--- src/rtl/vn_stoch_if.sv ---
// Bus bundle between a stochastic variable node and its driver:
// enable, channel bit, PCN extrinsic bits and EM read address in,
// per-edge messages and hard decision out.
interface vn_stoch_if #(
    parameter int DV  = 3,
    parameter int A_W = 3
);
    logic           EN;
    logic           CH;
    logic [DV-1:0]  R;
    logic [A_W-1:0] ADDR;
    logic [DV-1:0]  Q;
    logic           DEC;

    modport master (
        output EN, CH, R, ADDR,
        input  Q, DEC
    );

    modport slave (
        input  EN, CH, R, ADDR,
        output Q, DEC
    );
endinterface

--- src/rtl/vn_stoch.sv ---
// Stochastic variable node: per-edge regenerate/hold messaging with edge
// memories to break latching, plus a saturating counter for the hard decision.
module vn_stoch #(
    parameter int DV    = 3,
    parameter int A_W   = 3,
    parameter int CNT_W = 4
) (
    input  logic      CLK,
    input  logic      RST,
    vn_stoch_if.slave bus
);
    localparam int EM_D = 1 << A_W;
    localparam logic [CNT_W-1:0] CNT_INIT = {1'b0, {(CNT_W-1){1'b1}}};
    localparam logic [CNT_W-1:0] CNT_MAX  = {CNT_W{1'b1}};

    logic [EM_D-1:0]  em [DV];
    logic [DV-1:0]    q_reg;
    logic [CNT_W-1:0] cnt;

    logic [DV-1:0]    regen;
    logic [DV-1:0]    q_next;
    logic             all_one;
    logic             all_zero;

    // Per edge: regenerate when the channel bit and every other edge's R agree,
    // otherwise replay a randomly addressed bit from that edge's memory.
    always_comb begin
        regen    = '0;
        q_next   = '0;
        all_one  = bus.CH & (&bus.R);
        all_zero = ~bus.CH & ~(|bus.R);
        for (int e = 0; e < DV; e++) begin
            if (bus.CH)
                regen[e] = &(bus.R | (DV'(1) << e));
            else
                regen[e] = ~(|(bus.R & ~(DV'(1) << e)));
            q_next[e] = regen[e] ? bus.CH : em[e][bus.ADDR];
        end
    end

    // State update: reset clears everything, EN=0 freezes, otherwise advance.
    always_ff @(posedge CLK) begin
        if (RST) begin
            q_reg <= '0;
            cnt   <= CNT_INIT;
            for (int e = 0; e < DV; e++)
                em[e] <= '0;
        end else if (bus.EN) begin
            q_reg <= q_next;
            for (int e = 0; e < DV; e++) begin
                if (regen[e])
                    em[e] <= {em[e][EM_D-2:0], bus.CH};
            end
            if (all_one && cnt != CNT_MAX)
                cnt <= cnt + 1'b1;
            else if (all_zero && cnt != '0)
                cnt <= cnt - 1'b1;
        end
    end

    assign bus.Q   = q_reg;
    assign bus.DEC = cnt[CNT_W-1];

endmodule

--- src/flat_wrapper.sv ---
// flat-port wrapper written by rule: the top's interface ports become plain ports
module vn_stoch_flat 
#(
    parameter int DV    = 3,
    parameter int A_W   = 3,
    parameter int CNT_W = 4
)
  (CLK, RST, bus_EN, bus_CH, bus_R, bus_ADDR, bus_Q, bus_DEC);
  vn_stoch_if #(.DV(DV), .A_W(A_W)) bus_i ();
  input  logic CLK;
  input  logic RST;
  input wire logic [$bits(bus_i.EN)-1:0] bus_EN;
  input wire logic [$bits(bus_i.CH)-1:0] bus_CH;
  input wire logic [$bits(bus_i.R)-1:0] bus_R;
  input wire logic [$bits(bus_i.ADDR)-1:0] bus_ADDR;
  output wire logic [$bits(bus_i.Q)-1:0] bus_Q;
  output wire logic [$bits(bus_i.DEC)-1:0] bus_DEC;
  assign bus_i.EN = bus_EN;
  assign bus_i.CH = bus_CH;
  assign bus_i.R = bus_R;
  assign bus_i.ADDR = bus_ADDR;
  assign bus_Q = bus_i.Q;
  assign bus_DEC = bus_i.DEC;
  vn_stoch #(.DV(DV), .A_W(A_W), .CNT_W(CNT_W)) u_core (.CLK(CLK), .RST(RST), .bus(bus_i));
endmodule
--- config.mk ---
export PLATFORM = sky130hd
export DESIGN_NAME = vn_stoch_flat
export DESIGN_NICKNAME = d
export VERILOG_FILES = /design/src/rtl/vn_stoch_if.sv /design/src/rtl/vn_stoch.sv /design/src/flat_wrapper.sv
export SDC_FILE = /design/constraint.sdc
export NUM_CORES = 1
export LEC_CHECK = 0
export CAP_MARGIN = 20
export CELL_PAD_IN_SITES_DETAIL_PLACEMENT = 2
export CELL_PAD_IN_SITES_GLOBAL_PLACEMENT = 2
export CORE_MARGIN = 5
export CORE_UTILIZATION = 42
export CTS_CLUSTER_DIAMETER = 30
export DETAILED_ROUTE_END_ITERATION = 7
export PLACE_DENSITY = 0.91
export SYNTH_ARGS = -nofsm -noshare
export SYNTH_HDL_FRONTEND = slang
export SYNTH_SLANG_ARGS = --single-unit
--- constraint.sdc ---
create_clock -name CLK -period 3.17 [get_ports CLK]
set_input_delay 0.317 -clock CLK [delete_from_list [all_inputs] [get_ports CLK]]
set_output_delay 0.317 -clock CLK [all_outputs]
set_load 0.005 [all_outputs]
======== Word-level counts from Yosys, hierarchy flattened ========
Memory sizes are Yosys's and may differ from the RTL's.
Cells that the tools add are included.
W data, S select, Z words.
storage, ports and cells
  word-level logic and storage cells ...... 61
  bits of input ports ..................... 10
  memories kept ........................... 1
  RAM bits ................................ 24
  register bits ........................... 7
cells by class
  muxes and demuxes ....................... 31
  order comparisons ....................... 1
  equality and inequality tests ........... 1
  reductions and logical operators ........ 13
  add/sub/neg operators ................... 2
  bitwise gates (word level) .............. 10
memory list
  name       words  width  rd ports  clocked after Yosys merged registers in  wr ports  RTL line        source
  u_core.em  3      8      3         0                                        3         vn_stoch.sv:16  logic [EM_D-1:0] em [DV];
operators by type and width
  cell                   number
  $mux W8                3
  $mux W1                23
  $bmux W1 S3            3
  $mux W4                2
  $reduce_and A2 Y1      4
  $reduce_or A2 Y1       3
  $not A1 Y1             5
  $add A4 B1 Y4 const B  1
  $lt A3 B4 Y1 const B   1
  $ne A4 B4 Y1 const B   1
  $reduce_bool A4 Y1     1
  $sub A4 B1 Y4 const B  1
  $or A1 B1 Y1           3
  $reduce_and A3 Y1      1
  $reduce_or A3 Y1       1
  $and A1 B1 Y1          2
  $logic_and A1 B1 Y1    2
  $reduce_bool A2 Y1     1

======== Logic depth before layout (Yosys ltp) ========
  depth in word-level cells ............... 8
  depth in mapped cells ................... 10
  mapped depth without buffers ............ 9

======== Least setup slack after synthesis ========
No wires, ideal clock.
  kind .................................... input port to flip-flop
  start point ............................. input port bus_CH
  end point ............................... register u_core.cnt[3]
  path slack .............................. 1.120 ns
  arrival ................................. 1.980 ns
  stages .................................. 10
  path through ............................ buf_6 nand4_1 a41oi_4 inv_1 ha_1 a21o_1 a21oi_1 xnor2_1 or3_1 a21oi_1
between the ends
  cells in the longest elaborated chain, start to end .. 5
  elaborated cells between the ends (all ways) .. 8
RTL lines
  element                              RTL line            source
  from (decl)                          flat_wrapper.sv:13  input wire logic [$bits(bus_i.CH)-1:0] bus_CH;
  $not A1 Y1                           vn_stoch.sv:31      all_zero = ~bus.CH & ~(|bus.R);
  $and A1 B1 Y1                        vn_stoch.sv:31
  $logic_and A1 B1 Y1                  vn_stoch.sv:56      else if (all_zero && cnt != '0)
  $reduce_bool A2 Y1 (no source line)  --
  $reduce_and A2 Y1 (no source line)   --
  to (signal assigned)                 vn_stoch.sv:55      cnt <= cnt + 1'b1;
  to (signal assigned)                 vn_stoch.sv:57      cnt <= cnt - 1'b1;
  to (decl)                            vn_stoch.sv:18      logic [CNT_W-1:0] cnt;
Several ways; a longest one is shown, not always the timed one.
A chain may end at the register's enable or synchronous reset.

======== Final worst setup path ========
Same ends and word-level chain as after synthesis.

==> results.py <==
metrics = {
    "setup_path": {
        "reg2reg_to": "u_core.cnt[3]",
        "r2r_cells": 8,
        "worstPathArrival_ns": 2.77,
        "worstPathMaxFanout": 10,
        "cp.required_ns": 3.38,
        "cp_slowest_stage_delay_ns": 0.67,
        "rrSetupSlack_ns": 1.08,
        "start_kind": "primary input",
        "crit_type": "in -> reg",
        "path_common_cell": "a21oi_1",
        "regToRegStartpoint": "u_core.cnt[0]",
        "worstSetupEndpointType": "register",
        "path_cells": "clkdlybuf4s50_1, nand4_1, a41oi_4, inv_1, ha_1, a21o_1, a21oi_1, xnor2_1, or3_1, a21oi_1",
        "crit_slowest_cell": "clkdlybuf4s50_1",
    },
    "power": {
        "power_density_mw_per_mm2": 494.4,
        "vdd_drop_max_uv": 299.9,
        "total_power_mw": 0.8878,
        "p_leak_nw": 0.6519,
    },
    "job": {
        "maxCapViolCount": 0,
    },
    "worst_hold_path": {
        "hold-path-endpoint": "u_core.em[0][7]",
        "hp-class": "reg -> reg",
        "whs_path_depth": 1,
        "holdCritStartpoint": "u_core.em[0][6]",
    },
    "place": {
        "dp_hpwl_mm": 2.495,
        "port_buffers": 13,
        "gp_congestion": 0.7783,
    },
    "grt": {
        "grt_pass1_vias": 1078,
        "grt_pass1_wl_mm": 5.961,
        "grt_max_degree": 23,
        "antenna_found_initial": 0,
        "grt_usage": 0.1579,
        "grt_overflow_total": 0,
    },
    "cts": {
        "post_cts_buffers": 0,
        "cts-buffers-inserted": 5,
        "clk_pin_slew_ns": 0.06,
        "ctsLongestPathBuffers": 2,
        "cts_resized": 0,
        "cts_htree_levels": 2,
        "numClockSinks": 31,
        "cts_hold_buf": 0,
        "clkLatencyLatePin_ns": 0.27,
        "cts_tree": "done",
        "clockRootBuffer": "clkbuf_8",
    },
    "die": {
        "coreArea_mm2": 0.003606,
        "die-area_mm2": 0.004992,
        "io_pins": 14,
        "die_w_um": 70.66,
        "num_rows": 22,
        "start_util": 0.4285,
        "die-height_um": 70.66,
    },
    "yosys": {
        "synth_cell_types": 31,
        "synth.area.top_cells": "edfxtp_1, dfxtp_1, mux4_2, and2_1, mux2i_1",
        "yosysTopAreaCell": "edfxtp_1",
        "ys_ff_latch": 31,
        "netlist_area_mm2": 0.001545,
        "synth_ff_type": "edfxtp_1",
        "netlist_top_cells_count": "edfxtp_1, and2_1, dfxtp_1, mux2i_1, nand2_1",
        "yosysMostFrequentCell": "edfxtp_1",
        "syn_nets": 126,
        "yosys_warnings": 0,
        "synth_async_sr_flop_share": 0,
        "syn_inst": 113,
        "synth-edff-count": 24,
        "synth_top_area_share": 0.4664,
        "synth_area_per_cell_um2": 13.67,
        "yosysSeqAreaShare": 0.5571,
    },
    "sta": {
        "holdWs_ns": 0.5603,
        "max_slew_margin": 0.7124,
        "fmax_ghz": 0.3899,
        "period_share": 0.8092,
        "drv_slew": 0,
        "setup_tns_ns": 0,
        "worst_pin_slew_ns": 0.4301,
        "setup_viol": 0,
        "hold_viol_final": 0,
        "fin_crit_ns": 2.565,
        "skew_ns": 0.002966,
        "rsz0062_at_grt": "no",
    },
    "route": {
        "firstDrtPassIters": 3,
        "drtIter0Drc": 58,
        "num_vias": 976,
        "routed_via_density": 5.483,
        "drt_wl_total_mm": 3.485,
        "drc": 0,
        "wl_per_cell_um": 19.58,
        "ant_nets": 0,
    },
    "cells_and_area": {
        "fill_cells": 343,
        "final_nets": 142,
        "final_layout_size_suffix_gt1_frac": 0.1462,
        "fin_util": 0.4979,
        "syn_to_final_growth_pct": 16.19,
        "antenna_cells": 0,
    },
    "outcome": {
        "outcome": "complete, no violations",
    },
}
[layout make-up]
cell class / count / area [um^2] / share of cell area
Tap cell: 48 / 60.06 / 0.03345
Timing Repair Buffer: 14 / 137.6 / 0.07666
Clock buffer: 7 / 86.33 / 0.04808
Multi-Input combinational cell: 75 / 639.4 / 0.3561
Sequential cell: 31 / 860.8 / 0.4794
Clock inverter: 1 / 3.754 / 0.002091
Inverter: 2 / 7.507 / 0.004181
[layout by cell type, fill, tap and decap left out, types with 2 or more instances in the layout]
cell type,instances
o21ai_0,4
clkbuf_8,6
and2_1,21
clkdlybuf4s50_1,13
xor2_1,2
a21oi_1,2
and3_2,3
o32ai_1,3
dfxtp_1,7
nand2_1,7
mux2i_1,7
xnor2_1,2
nor3_1,3
mux4_2,6
inv_1,2
nor2_1,2
ha_1,2
edfxtp_1,24
[how the worst max path moves through the flow]
stage            from       endpoint  slack, ns  cells after the start
6_report       bus_CH  u_core.cnt[3]       0.60                     10
3_3_place_gp   bus_CH  u_core.cnt[3]       0.48                     10
4_1_cts        bus_CH  u_core.cnt[3]       0.61                     10
5_1_grt        bus_CH  u_core.cnt[3]       0.44                     10
3_5_place_dp   bus_CH  u_core.cnt[3]       0.32                     10
2_1_floorplan  bus_CH  u_core.cnt[3]       1.12                     10
[metrics by stage]
step	area, um^2	cells	setup WS [ns]
floorplan	1545	113	1.120
global placement	1698	169	0.4829
detailed placement	1698	169	0.3193
CTS	1788	177	0.6091
global route	1795	178	0.4399
finish	1795	178	0.6050
[routing by layer]
layer | vias up | track usage | wire length, um
met3 | 5 | 0.04403 | 108
li1 | 454 | - | -
met2 | 16 | 0.2599 | 1763
met5 | - | 0 | 0
met4 | 0 | 0.05219 | 48
met1 | 501 | 0.2018 | 1564
[state kept, by name, indices dropped and copies added (netlist names)]
signal / count
u_core.em: 24
u_core.cnt: 4
u_core.bus.Q: 3
[where the power goes]
part | switching, mW | internal, mW | leakage [nW]
registers | 0.0147 | 0.466 | 0.307
clock network | 0.137 | 0.174 | 0.0459
logic | 0.0480 | 0.0488 | 0.299
total | 0.200 | 0.688 | 0.652
[logic make-up after synthesis]
group | after synthesis | synth area share
fa+ha+maj | 4 | 0.03563
compound gates | 13 | 0.06965
buf+inv | 7 | 0.02915
simple gates | 41 | 0.1531
mux | 13 | 0.1328
xor+xnor | 4 | 0.02268
flops | 31 | 0.5571
[worst max-delay path, delay by kind of cell]
kind	cells	cell delay, ns
compound gates	4	0.76
xor+xnor	1	0.10
fa+ha+maj	1	0.29
buf+inv	2	0.81
simple gates	2	0.50
Note: power is estimated with default switching activity, not from simulation.
